==> src/rtl/sump_command_decoder_pkg.sv <==
// Shared definitions for the SUMP command decoder and its neighbours:
// opcode values, the decoder state encoding and the metadata entry
// selectors understood by the metadata transmitter.
package sump_pkg;

  // Short commands (bit 7 clear)
  localparam logic [7:0] CMD_RESET       = 8'h00;
  localparam logic [7:0] CMD_ARM         = 8'h01;
  localparam logic [7:0] CMD_ID          = 8'h02;
  localparam logic [7:0] CMD_METADATA    = 8'h04;

  // Long commands (bit 7 set, four payload bytes follow)
  localparam logic [7:0] CMD_TRIG_MASK   = 8'hC0;
  localparam logic [7:0] CMD_TRIG_VALUE  = 8'hC1;
  localparam logic [7:0] CMD_TRIG_CONFIG = 8'hC2;
  localparam logic [7:0] CMD_DIVIDER     = 8'h80;
  localparam logic [7:0] CMD_COUNTS      = 8'h81;
  localparam logic [7:0] CMD_FLAGS       = 8'h82;

  // Decoder state encoding
  typedef logic [0:0] state_t;
  localparam state_t ST_IDLE    = 1'b0;
  localparam state_t ST_COLLECT = 1'b1;

  // Metadata transmitter entry selectors
  localparam logic ENTRY_ID       = 1'b0;
  localparam logic ENTRY_METADATA = 1'b1;

endpackage

==> src/rtl/sump_command_decoder_if.sv <==
// Byte stream from the serial receiver plus the run/finished handshake
// with the metadata transmitter. The master modport is the decoder side.
interface sump_command_decoder_if;

  logic       serial_input_valid;
  logic [7:0] serial_input_data;
  logic       metadata_run;
  logic       metadata_entry;
  logic       metadata_finished;

  modport master (
    input  serial_input_valid,
    input  serial_input_data,
    input  metadata_finished,
    output metadata_run,
    output metadata_entry
  );

  modport slave (
    output serial_input_valid,
    output serial_input_data,
    output metadata_finished,
    input  metadata_run,
    input  metadata_entry
  );

endinterface

==> src/rtl/sump_command_decoder.sv <==
// SUMP host command decoder: assembles 1-byte short commands and 5-byte
// long commands, latches the capture configuration registers and issues
// metadata requests and arm/reset pulses.
// Optional macro SUMP_CMD_TIMEOUT_EN: abandon a partial long command after
// TIMEOUT_CYCLES cycles without a byte.
module sump_command_decoder
  import sump_pkg::*;
#(
  parameter int          CHANNELS       = 8,
  parameter logic [23:0] DIVIDER_RESET  = 24'd0,
  parameter int          TIMEOUT_CYCLES = 1000000
) (
  input  logic                    clock,
  input  logic                    reset_n,
  sump_command_decoder_if.master  bus,
  output logic                    arm,
  output logic                    sump_reset,
  output logic [CHANNELS-1:0]     trigger_mask,
  output logic [CHANNELS-1:0]     trigger_value,
  output logic [31:0]             trigger_config,
  output logic [23:0]             sample_divider,
  output logic [15:0]             read_count,
  output logic [15:0]             delay_count,
  output logic [7:0]              flags,
  output logic                    config_strobe
);

  state_t        state_reg;
  logic [7:0]    opcode_reg;
  logic [1:0]    count_reg;
  logic [31:0]   shift_reg;
  logic          busy_reg;
  logic          run_reg;
  logic          entry_reg;
  logic          arm_reg;
  logic          sump_reset_reg;
  logic          strobe_reg;
  logic [CHANNELS-1:0] mask_reg;
  logic [CHANNELS-1:0] value_reg;
  logic [31:0]   config_reg;
  logic [23:0]   divider_reg;
  logic [15:0]   read_count_reg;
  logic [15:0]   delay_count_reg;
  logic [7:0]    flags_reg;

  logic [31:0]   payload_next;
  logic          valid;
  logic          timeout_hit;
  logic          meta_free;

  assign valid = bus.serial_input_valid;
  // Complete payload as it stands once the current byte is shifted in
  assign payload_next = {bus.serial_input_data, shift_reg[31:8]};
  // A finished pulse in the same cycle frees the transmitter for a new request
  assign meta_free = !busy_reg || bus.metadata_finished;

`ifdef SUMP_CMD_TIMEOUT_EN
  localparam int TW = $clog2(TIMEOUT_CYCLES + 1);
  localparam logic [TW-1:0] IDLE_LIMIT = TW'(TIMEOUT_CYCLES - 1);
  logic [TW-1:0] idle_cnt_reg;

  assign timeout_hit = (state_reg == ST_COLLECT) && !valid && (idle_cnt_reg == IDLE_LIMIT);

  // Count idle cycles inside COLLECT; any received byte reloads the count
  always_ff @(posedge clock or negedge reset_n) begin
    if (!reset_n) begin
      idle_cnt_reg <= '0;
    end else if (state_reg != ST_COLLECT || valid) begin
      idle_cnt_reg <= '0;
    end else begin
      idle_cnt_reg <= idle_cnt_reg + 1'b1;
    end
  end
`else
  assign timeout_hit = 1'b0;
`endif

  // Command FSM, metadata handshake and configuration register file
  always_ff @(posedge clock or negedge reset_n) begin
    if (!reset_n) begin
      state_reg       <= ST_IDLE;
      opcode_reg      <= '0;
      count_reg       <= '0;
      shift_reg       <= '0;
      busy_reg        <= 1'b0;
      run_reg         <= 1'b0;
      entry_reg       <= ENTRY_ID;
      arm_reg         <= 1'b0;
      sump_reset_reg  <= 1'b0;
      strobe_reg      <= 1'b0;
      mask_reg        <= '0;
      value_reg       <= '0;
      config_reg      <= '0;
      divider_reg     <= DIVIDER_RESET;
      read_count_reg  <= '0;
      delay_count_reg <= '0;
      flags_reg       <= '0;
    end else begin
      run_reg        <= 1'b0;
      arm_reg        <= 1'b0;
      sump_reset_reg <= 1'b0;
      strobe_reg     <= 1'b0;
      if (bus.metadata_finished) begin
        busy_reg <= 1'b0;
      end

      case (state_reg)
        ST_IDLE: begin
          if (valid) begin
            if (bus.serial_input_data[7]) begin
              opcode_reg <= bus.serial_input_data;
              count_reg  <= '0;
              state_reg  <= ST_COLLECT;
            end else begin
              case (bus.serial_input_data)
                CMD_RESET: sump_reset_reg <= 1'b1;
                CMD_ARM:   arm_reg        <= 1'b1;
                CMD_ID: begin
                  if (meta_free) begin
                    run_reg   <= 1'b1;
                    entry_reg <= ENTRY_ID;
                    busy_reg  <= 1'b1;
                  end
                end
                CMD_METADATA: begin
                  if (meta_free) begin
                    run_reg   <= 1'b1;
                    entry_reg <= ENTRY_METADATA;
                    busy_reg  <= 1'b1;
                  end
                end
                default: ;
              endcase
            end
          end
        end

        default: begin
          if (valid) begin
            shift_reg <= payload_next;
            count_reg <= count_reg + 2'd1;
            if (count_reg == 2'd3) begin
              state_reg  <= ST_IDLE;
              strobe_reg <= 1'b1;
              case (opcode_reg)
                CMD_TRIG_MASK:   mask_reg    <= payload_next[CHANNELS-1:0];
                CMD_TRIG_VALUE:  value_reg   <= payload_next[CHANNELS-1:0];
                CMD_TRIG_CONFIG: config_reg  <= payload_next;
                CMD_DIVIDER:     divider_reg <= payload_next[23:0];
                CMD_COUNTS: begin
                  read_count_reg  <= payload_next[15:0];
                  delay_count_reg <= payload_next[31:16];
                end
                CMD_FLAGS:       flags_reg   <= payload_next[7:0];
                default:         strobe_reg  <= 1'b0;
              endcase
            end
          end else if (timeout_hit) begin
            state_reg <= ST_IDLE;
          end
        end
      endcase
    end
  end

  assign bus.metadata_run   = run_reg;
  assign bus.metadata_entry = entry_reg;
  assign arm                = arm_reg;
  assign sump_reset         = sump_reset_reg;
  assign config_strobe      = strobe_reg;
  assign trigger_mask       = mask_reg;
  assign trigger_value      = value_reg;
  assign trigger_config     = config_reg;
  assign sample_divider     = divider_reg;
  assign read_count         = read_count_reg;
  assign delay_count        = delay_count_reg;
  assign flags              = flags_reg;

endmodule
==> src/flat_wrapper.sv <==
// flat-port wrapper written by rule: the top's interface ports become plain ports
module sump_command_decoder_flat import sump_pkg::*;
#(
  parameter int          CHANNELS       = 8,
  parameter logic [23:0] DIVIDER_RESET  = 24'd0,
  parameter int          TIMEOUT_CYCLES = 1000000
)
  (clock, reset_n, arm, sump_reset, trigger_mask, trigger_value, trigger_config, sample_divider, read_count, delay_count, flags, config_strobe, bus_serial_input_valid, bus_serial_input_data, bus_metadata_finished, bus_metadata_run, bus_metadata_entry);
  sump_command_decoder_if bus_i ();
  input  logic clock;
  input  logic reset_n;
  output logic arm;
  output logic sump_reset;
  output logic [CHANNELS-1:0] trigger_mask;
  output logic [CHANNELS-1:0] trigger_value;
  output logic [31:0] trigger_config;
  output logic [23:0] sample_divider;
  output logic [15:0] read_count;
  output logic [15:0] delay_count;
  output logic [7:0] flags;
  output logic config_strobe;
  input wire logic [$bits(bus_i.serial_input_valid)-1:0] bus_serial_input_valid;
  input wire logic [$bits(bus_i.serial_input_data)-1:0] bus_serial_input_data;
  input wire logic [$bits(bus_i.metadata_finished)-1:0] bus_metadata_finished;
  output wire logic [$bits(bus_i.metadata_run)-1:0] bus_metadata_run;
  output wire logic [$bits(bus_i.metadata_entry)-1:0] bus_metadata_entry;
  assign bus_i.serial_input_valid = bus_serial_input_valid;
  assign bus_i.serial_input_data = bus_serial_input_data;
  assign bus_i.metadata_finished = bus_metadata_finished;
  assign bus_metadata_run = bus_i.metadata_run;
  assign bus_metadata_entry = bus_i.metadata_entry;
  sump_command_decoder #(.CHANNELS(CHANNELS), .DIVIDER_RESET(DIVIDER_RESET), .TIMEOUT_CYCLES(TIMEOUT_CYCLES)) u_core (.clock(clock), .reset_n(reset_n), .bus(bus_i), .arm(arm), .sump_reset(sump_reset), .trigger_mask(trigger_mask), .trigger_value(trigger_value), .trigger_config(trigger_config), .sample_divider(sample_divider), .read_count(read_count), .delay_count(delay_count), .flags(flags), .config_strobe(config_strobe));
endmodule
==> config.mk <==
export PLATFORM = sky130hd
export DESIGN_NAME = sump_command_decoder_flat
export DESIGN_NICKNAME = d
export VERILOG_FILES = /design/src/rtl/sump_command_decoder_pkg.sv /design/src/rtl/sump_command_decoder_if.sv /design/src/rtl/sump_command_decoder.sv /design/src/flat_wrapper.sv
export SDC_FILE = /design/constraint.sdc
export NUM_CORES = 1
export LEC_CHECK = 0
export CAP_MARGIN = 20
export CORE_MARGIN = 3
export CORE_UTILIZATION = 39
export DETAILED_ROUTE_END_ITERATION = 7
export MAX_ROUTING_LAYER = met4
export SLEW_MARGIN = 20
export SYNTH_ARGS = -nofsm -noshare
export SYNTH_HDL_FRONTEND = slang
export SYNTH_SLANG_ARGS = --single-unit
==> constraint.sdc <==
create_clock -name clock -period 3.2 [get_ports clock]
set_clock_uncertainty 0.2 [all_clocks]
set_input_delay 0.64 -clock clock [delete_from_list [all_inputs] [get_ports clock]]
set_output_delay 0.64 -clock clock [all_outputs]
set_load 0.1 [all_outputs]
==> results.sh, run 1 <==
export IMPL_cts_tree="done"
export IMPL_clk_latency_ns=0.41
export IMPL_synthAdderAreaFrac=0.00210
export IMPL_grt_util_all_layers=0.170
export IMPL_die_w_um=130
export IMPL_worstMarginPinSlew_ns=0.809
export IMPL_holdWs_ns=0.0894
export IMPL_status="completed"
export IMPL_finalSetupViolations=0
export IMPL_grt_first_pass_wirelength_um=20800
export IMPL_fin_crit_sh=0.753
export IMPL_critical_path_class="primary input to flip-flop"
export IMPL_synth_flop_cell="dfrtp_1"
export IMPL_cts_buffer_depth=2
export IMPL_ys_ff_latch=153
export IMPL_pin_count=129
export IMPL_crit_start="bus_serial_input_valid"
export IMPL_avgSynthCellArea_sq_um=17.0
export IMPL_worstReg2RegEnd="u_core.sample_divider[19]"
export IMPL_root_buffer="clkbuf_16"
export IMPL_r2r_worst_path_cells=3
export IMPL_drtIter0Drc=144
export IMPL_cts_made_buffers=17
export IMPL_cts_hold_buffers=0
export IMPL_seq_area_frac_synth=0.641
export IMPL_grt_ovfl_total=0
export IMPL_final_antenna_net_count=0
export IMPL_synth_top_area_frac=0.641
export IMPL_ir_drop_v=0.000506
export IMPL_core_area_sq_um=14800
export IMPL_rsz0062_at_grt="false"
export IMPL_fmax_ghz=0.415
export IMPL_setup_tns_final_ns=0
export IMPL_synth_area_leaders="dfrtp_1 (64%), mux2_2 (17%), mux2_4 (7.5%)"
export IMPL_rows=44
export IMPL_layout_nets=503
export IMPL_ys_warn_count=0
export IMPL_synth_top_area_cell="dfrtp_1"
export IMPL_critPathArrivalTime_ns=2.50
export IMPL_place_gp_congestion=0.758
export IMPL_synth_top_family_by_area="multiplexers"
export IMPL_rrSetupSlack_ns=1.00
export IMPL_leakage_uw=0.00410
export IMPL_start_kind="primary input"
export IMPL_synth_simple_area_share=0.0421
export IMPL_cts_sinks=153
export IMPL_fin_crit_ns=2.41
export IMPL_drc=0
export IMPL_timing_rr_start="u_core.opcode_reg[1]"
export IMPL_maxCapViolations=0
export IMPL_die_area_sq_um=16800
export IMPL_slew_headroom=0.460
export IMPL_fp_dieH_um=130
export IMPL_largest_reg_flops=32
export IMPL_syn_num_nets=364
export IMPL_hpwl_um=9010
export IMPL_drive_gt1_frac=0.569
export IMPL_netlist_area_sq_um=5970
export IMPL_maxSlewViolCount=0
export IMPL_post_cts_buffers=0
export IMPL_grt_pass1_vias=3518
export IMPL_synth_distinct_cells=36
export IMPL_antenna_found_initial=0
export IMPL_wl_per_cell_um=19.2
export IMPL_area_growth_pct=29.7
export IMPL_worstPathRequired_ns=3.29
export IMPL_synthArstFlopShare=1.00
export IMPL_h_tree_depth=4
export IMPL_cts_resized=0
export IMPL_end_kind="flip-flop"
export IMPL_synth_compound_area_frac=0.00796
export IMPL_drt_pass1_iterations=6
export IMPL_vias=3398
export IMPL_syn_instance_count=351
export IMPL_grt_max_degree=85
export IMPL_crit_fanout=24
export IMPL_synth_edf_count=0
export IMPL_crit_end="u_core.sample_divider[19]"
export IMPL_clk_pin_slew_ns=0.06
export IMPL_muxShareOfSynthArea=0.289
export IMPL_n_antenna_cell=0
export IMPL_synth_xor_xnor_area_share=0.00147
export IMPL_p_per_area_nw_per_um2=1050
export IMPL_wl_um=13200
export IMPL_io_buffers=128
export IMPL_hp_class="primary input to asynchronous set/reset pin"
export IMPL_final_hold_viol_count=0
export IMPL_avgViaCountPerCell=4.95
export IMPL_start_util=0.405
==> cell usage in the layout, fill, tap and decap left out, types with 3 or more instances in the layout <==
master,instances
clkinvlp_4,4
buf_12,3
clkbuf_16,17
clkdlybuf4s50_1,10
dfrtp_1,153
mux2_2,92
mux2_1,21
mux2_4,30
buf_4,122
o21ai_0,3
nand2_1,5
clkinv_2,5
==> kinds of logic (layout without fill, tap and decap cells) <==
logic type,after synthesis,count (layout)
flops,153,153
fa+ha+maj,1,1
simple gates,29,29
compound gates,7,7
buf+inv,17,169
xor+xnor,1,1
mux,143,143
==> worst max-delay path, stage by stage <==
cell	delay (ns)
clkdlybuf4s50_1	0.57
and3_1	0.32
buf_4	0.20
nand3_4	0.31
mux2_1	0.45
==> worst min path at each step <==
stage / end / slack [ns]
2_1_floorplan: u_core.arm / 0.14
3_3_place_gp: u_core.sample_divider[21] / 0.28
3_5_place_dp: u_core.sample_divider[21] / 0.29
4_1_cts: u_core.trigger_config[3] / 0.12
5_1_grt: u_core.trigger_mask[3] / 0.13
6_report: u_core.trigger_mask[3] / 0.09
==> stage by stage <==
stage / std cells / setup WS, ns / instance area (sq um) / total power [uW] / util
floorplan: 351 / 1.07 / 5970 / 5470 / -
global placement: 655 / 0.425 / 7190 / 6290 / 0.488
detailed placement: 655 / 0.340 / 7190 / 6330 / 0.488
CTS: 687 / 0.771 / 7740 / 8200 / 0.525
global route: 687 / 0.692 / 7740 / 8450 / 0.525
finish: 687 / 0.790 / 7740 / 8110 / 0.525
==> report_power, final <==
| group | switching (uW) | leakage [uW] | internal [uW] |
|---|---|---|---|
| Combinational | 2480 | 0.00179 | 845 |
| Sequential | 511 | 0.00205 | 2420 |
| Clock | 762 | 0.000262 | 1080 |
==> layer usage <==
layer,global-route usage,wire (um),share of wire
met1,0.236,6220,0.47
met2,0.242,6030,0.46
met3,0.0487,783,0.059
met4,0.0532,152,0.012
met5,-,0,0
==> layout make-up <==
type | instances | area [sq um]
Clock buffer | 20 | 447
Clock inverter | 12 | 103
Fill cell | 1237 | 7010
Inverter | 1 | 3.75
Multi-Input combinational cell | 181 | 2040
Sequential cell | 153 | 3830
Tap cell | 184 | 230
Timing Repair Buffer | 136 | 1090
==> cells in the mapped netlist (2+ instances only) <==
cell type / number
buf_2: 6
buf_6: 3
clkbuf_1: 6
dfrtp_1: 153
mux2_1: 21
mux2_2: 92
mux2_4: 30
nand2_1: 5
nand3b_1: 2
nand4_1: 2
nand4_2: 2
nor3_1: 2
nor4_1: 2
o21ai_0: 3
No activity file was read; power rests on OpenSTA's default activity.
==> run 2, diff against run 1 <==
Clock period 3.2 ns to 2.3 ns, I/O delays scaled along.
==> run 2 against run 1 <==
  * Design area increased by 3.0%
  * Register-to-register slack got worse by 0.68 ns
  * First-iteration DRC count shrank 15%
  * Critical path type is now flip-flop to flip-flop
  * Highest routed layer unchanged
==> results.sh, run 2 (synthesized netlist as in run 1, its figures left out) <==
export IMPL_status="completed"
export IMPL_maxCapViolations=0
export IMPL_drt_pass1_iterations=4
export IMPL_area_growth_pct=33.6
export IMPL_h_tree_depth=4
export IMPL_power_uw=11700
export IMPL_grt_pass1_vias=3804
export IMPL_post_cts_buffers=0
export IMPL_cts_tree="done"
export IMPL_cts_sinks=153
export IMPL_grtUsageMet1=0.242
export IMPL_finalSetupViolations=0
export IMPL_slew_headroom=0.703
export IMPL_n_antenna_cell=0
export IMPL_drc=0
export IMPL_rrSetupSlack_ns=0.32
export IMPL_root_buffer="clkbuf_16"
export IMPL_worstReg2RegEnd="u_core.sample_divider[6]"
export IMPL_fin_crit_sh=0.861
export IMPL_pin_count=129
export IMPL_p_per_area_nw_per_um2=1460
export IMPL_fin_crit_ns=1.98
export IMPL_cts_buffer_depth=2
export IMPL_core_area_sq_um=14800
export IMPL_worstPathRequired_ns=2.39
export IMPL_layout_commonest_cell="dfrtp_1"
export IMPL_largest_reg_flops=32
export IMPL_drtIter0Drc=123
export IMPL_worstMarginPinSlew_ns=0.435
export IMPL_rsz0062_at_grt="false"
export IMPL_hp_class="primary input to asynchronous set/reset pin"
export IMPL_maxSlewViolCount=0
export IMPL_cpMaxStageDelayCell="dfrtp_1"
export IMPL_setup_tns_final_ns=0
export IMPL_layout_nets=517
export IMPL_drive_gt1_frac=0.579
export IMPL_clk_pin_slew_ns=0.06
export IMPL_critPathArrivalTime_ns=2.07
export IMPL_critPathMaxStageDelay_ns=0.46
export IMPL_start_util=0.405
export IMPL_leakage_uw=0.00424
export IMPL_final_cell_mix="dfrtp_1 (153), buf_4 (131), mux2_2 (92)"
export IMPL_die_w_um=130
export IMPL_final_antenna_net_count=0
export IMPL_io_buffers=128
export IMPL_antenna_found_initial=0
export IMPL_fmax_ghz=0.505
export IMPL_wl_per_cell_um=19.2
export IMPL_crit_fanout=24
export IMPL_clk_latency_ns=0.42
export IMPL_path_delay_family="simple AND/OR/NAND/NOR gates"
export IMPL_grt_ovfl_total=0
export IMPL_fp_dieH_um=130
export IMPL_place_gp_congestion=0.791
export IMPL_grt_first_pass_wirelength_um=21500
export IMPL_grt_util_met2=0.244
export IMPL_r2r_worst_path_cells=5
export IMPL_worstPathCellList="nor4_4 > buf_4 > nand3_4 > buf_12 > mux2_1"
export IMPL_cts_made_buffers=17
export IMPL_vias=3499
export IMPL_crit_start="u_core.opcode_reg[1]"
export IMPL_critical_path_class="flip-flop to flip-flop"
export IMPL_avgViaCountPerCell=5.00
export IMPL_grt_util_all_layers=0.176
export IMPL_final_hold_viol_count=0
export IMPL_start_kind="flip-flop"
export IMPL_end_kind="flip-flop"
export IMPL_grt_max_degree=79
export IMPL_rows=44
export IMPL_wl_um=13500
export IMPL_crit_buf_inv=2
export IMPL_met3_usage=0.0544
export IMPL_timing_rr_start="u_core.opcode_reg[1]"
export IMPL_ir_drop_v=0.000635
export IMPL_die_area_sq_um=16800
export IMPL_hpwl_um=9120
export IMPL_grt_busiest_layer="met2"
run 2: timing repair:
item,4_1_cts,5_1_grt
gates resized for setup,0,0
hold buffers,1,0
endpoints found under the hold margin,36,0
run 2: power by group:
group          internal (uW)  switching [uW]  leakage (uW)
logic                   1210            3470       0.00188
clock network           1870            1040      0.000308
registers               3370             695       0.00205
run 2: worst max path at each step:
stage	endpoint	slack [ns]	cells past startpoint
2_1_floorplan	u_core.trigger_config[0]	0.35	6
3_3_place_gp	u_core.flags[4]	-0.03	6
3_5_place_dp	u_core.trigger_config[0]	-0.06	5
4_1_cts	u_core.sample_divider[11]	0.30	5
5_1_grt	u_core.sample_divider[14]	0.23	5
6_report	u_core.sample_divider[6]	0.32	5
run 2: final cells by class:
type,instances,area (sq um)
Timing Repair Buffer,150,1240
Sequential cell,153,3830
Tap cell,184,230
Inverter,1,3.75
Clock inverter,7,113
Multi-Input combinational cell,181,2040
Clock buffer,24,512
Fill cell,1206,6780
run 2: through the flow:
stage          hold slack (ns)  area (sq um)  setup WS, ns  std cells  utilization
2_1_floorplan          -0.0356          5970         0.353        351            -
3_5_place_dp             0.126          7340       -0.0575        668        0.498
6_report                 0.267          7980         0.320        700        0.541
3_3_place_gp             0.122          7340       -0.0309        668        0.498
4_1_cts                  0.250          7980         0.303        700        0.541
5_1_grt                  0.280          7980         0.231        700        0.541
run 2: worst reg2reg max path, cell delays in order, from the launching register on:
cell	delay, ns
dfrtp_1	0.46
nor4_4	0.40
buf_4	0.21
nand3_4	0.08
buf_12	0.18
mux2_1	0.33
run 2: layer usage:
layer,wire (um),share of wire,vias up
met5,0,0,-
met4,319,0.024,0
met3,774,0.057,25
met2,5980,0.44,105
met1,6390,0.47,1791
li1,-,-,1578
==> run 3, diff against run 2 <==
Settings changed: CAP_MARGIN 20 to 10, DONT_BUFFER_PORTS from default to 1, TNS_END_PERCENT from default to 1.
==> run 3 against run 2 <==
  * The flow now finishes with violations (negative hold slack)
  * Clock-buffer cell count decreased by 3
  * Wire length shrank 4.1%
  * Utilization decreased by 7.3 points
  * Setup slack got worse by 0.18 ns
  * Critical path depth shrank 2
  * First-iteration DRC count down 8.9%
  * Critical endpoint is now u_core.sample_divider[14]
  * Largest power group is now sequential cells
  * Highest routed layer unchanged
==> results.sh, run 3 (synthesized netlist as in run 1, its figures left out) <==
export IMPL_status="finished, violations left"
export IMPL_violations="negative hold slack"
export IMPL_antenna_found_initial=0
export IMPL_worstMarginPinSlew_ns=0.952
export IMPL_layout_commonest_cell="dfrtp_1"
export IMPL_crit_fanout=24
export IMPL_p_per_area_nw_per_um2=1560
export IMPL_die_area_sq_um=16800
export IMPL_leakage_uw=0.00349
export IMPL_drive_gt1_frac=0.448
export IMPL_critPathArrivalTime_ns=2.25
export IMPL_cts_tree="done"
export IMPL_largest_reg_flops=32
export IMPL_area_growth_pct=15.5
export IMPL_hp_class="primary input to asynchronous set/reset pin"
export IMPL_drt_pass1_iterations=4
export IMPL_slew_headroom=0.365
export IMPL_wl_per_cell_um=22.6
export IMPL_drtIter0Drc=112
export IMPL_grt_max_degree=154
export IMPL_crit_start="u_core.opcode_reg[5]"
export IMPL_core_area_sq_um=14800
export IMPL_maxSlewViolCount=0
export IMPL_setup_tns_final_ns=0
export IMPL_fmax_ghz=0.464
export IMPL_cts_made_buffers=17
export IMPL_rsz0062_at_grt="false"
export IMPL_hpwl_um=8320
export IMPL_final_hold_viol_count=153
export IMPL_drc=0
export IMPL_grt_first_pass_wirelength_um=20100
export IMPL_holdWs_ns=-0.462
export IMPL_fp_dieH_um=130
export IMPL_clk_latency_ns=0.42
export IMPL_post_layout_nonfiller_instances=572
export IMPL_cts_buffer_depth=2
export IMPL_wl_um=12900
export IMPL_start_kind="flip-flop"
export IMPL_root_buffer="clkbuf_16"
export IMPL_post_cts_buffers=0
export IMPL_rrSetupSlack_ns=0.14
export IMPL_maxCapViolations=0
export IMPL_timing_rr_start="u_core.opcode_reg[5]"
export IMPL_grt_ovfl_total=0
export IMPL_clk_pin_slew_ns=0.06
export IMPL_n_antenna_cell=0
export IMPL_die_w_um=130
export IMPL_pin_count=129
export IMPL_critical_path_class="flip-flop to flip-flop"
export IMPL_rows=44
export IMPL_place_inst=530
export IMPL_cts_hold_buffers=10
export IMPL_start_util=0.405
export IMPL_fin_crit_ns=2.16
export IMPL_ir_drop_v=0.000709
export IMPL_avgViaCountPerCell=5.42
export IMPL_final_cell_mix="dfrtp_1 (153), mux2_2 (92), mux2_4 (30)"
export IMPL_fin_util=0.467
export IMPL_h_tree_depth=4
export IMPL_place_gp_congestion=0.830
export IMPL_io_buffers=0
export IMPL_worstPathRequired_ns=2.40
export IMPL_finalSetupViolations=0
export IMPL_grt_util_all_layers=0.167
export IMPL_final_antenna_net_count=0
export IMPL_cts_sinks=153
export IMPL_fin_crit_sh=0.937
export IMPL_end_kind="flip-flop"
export IMPL_vias=3098
export IMPL_grt_pass1_vias=3331
export IMPL_layout_nets=388
[run 3: final cells by class]
cell class              count  area (sq um)
multi-input cells         181          2040
well taps                 184           230
flip-flops and latches    153          3830
clock buffers              21           480
clock inverters            11           113
fillers                  1274          7860
repair buffers             21           195
inverters                   1          3.75
[run 3: power breakdown]
| group | total, uW | switching, uW | internal (uW) |
|---|---|---|---|
| logic | 1010 | 328 | 685 |
| clock network | 2730 | 1110 | 1620 |
| registers | 6990 | 3700 | 3290 |
| total | 10700 | 5130 | 5600 |
[run 3: what timing repair did]
action,4_1_cts,5_1_grt
hold endpoints to repair,187,153
setup endpoints to repair,0,22
resized for setup,0,1
[run 3: metrics by stage]
stage	worst slack, ns	instance area (sq um)	power, uW
3_5_place_dp	0.0328	6200	8070
2_1_floorplan	0.353	5970	7610
5_1_grt	0.0206	6900	11200
6_report	0.144	6900	10700
3_3_place_gp	0.173	6200	7990
4_1_cts	0.0175	6890	10900
[run 3: worst paths after layout]
check,end,depth (start not counted)
worst min register to register,u_core.count_reg[0],1
min in group clock,u_core.arm,1
worst max register to register,u_core.sample_divider[14],3
worst max-delay path,u_core.sample_divider[14],3
worst min-delay path,u_core.trigger_mask[5],0
max in group asynchronous,u_core.shift_reg[26],0
[run 3: worst max-delay path, stage by stage (launching register included)]
cell and delay, ns:
dfrtp_1 0.42, nor4_4 0.53, nand3_4 0.42, mux2_1 0.45
[run 3: metal layers]
metal	wire, um	GRT usage
met5	0	-
met1	5450	0.204
met2	6190	0.251
met4	238	0.0648
met3	1050	0.0639
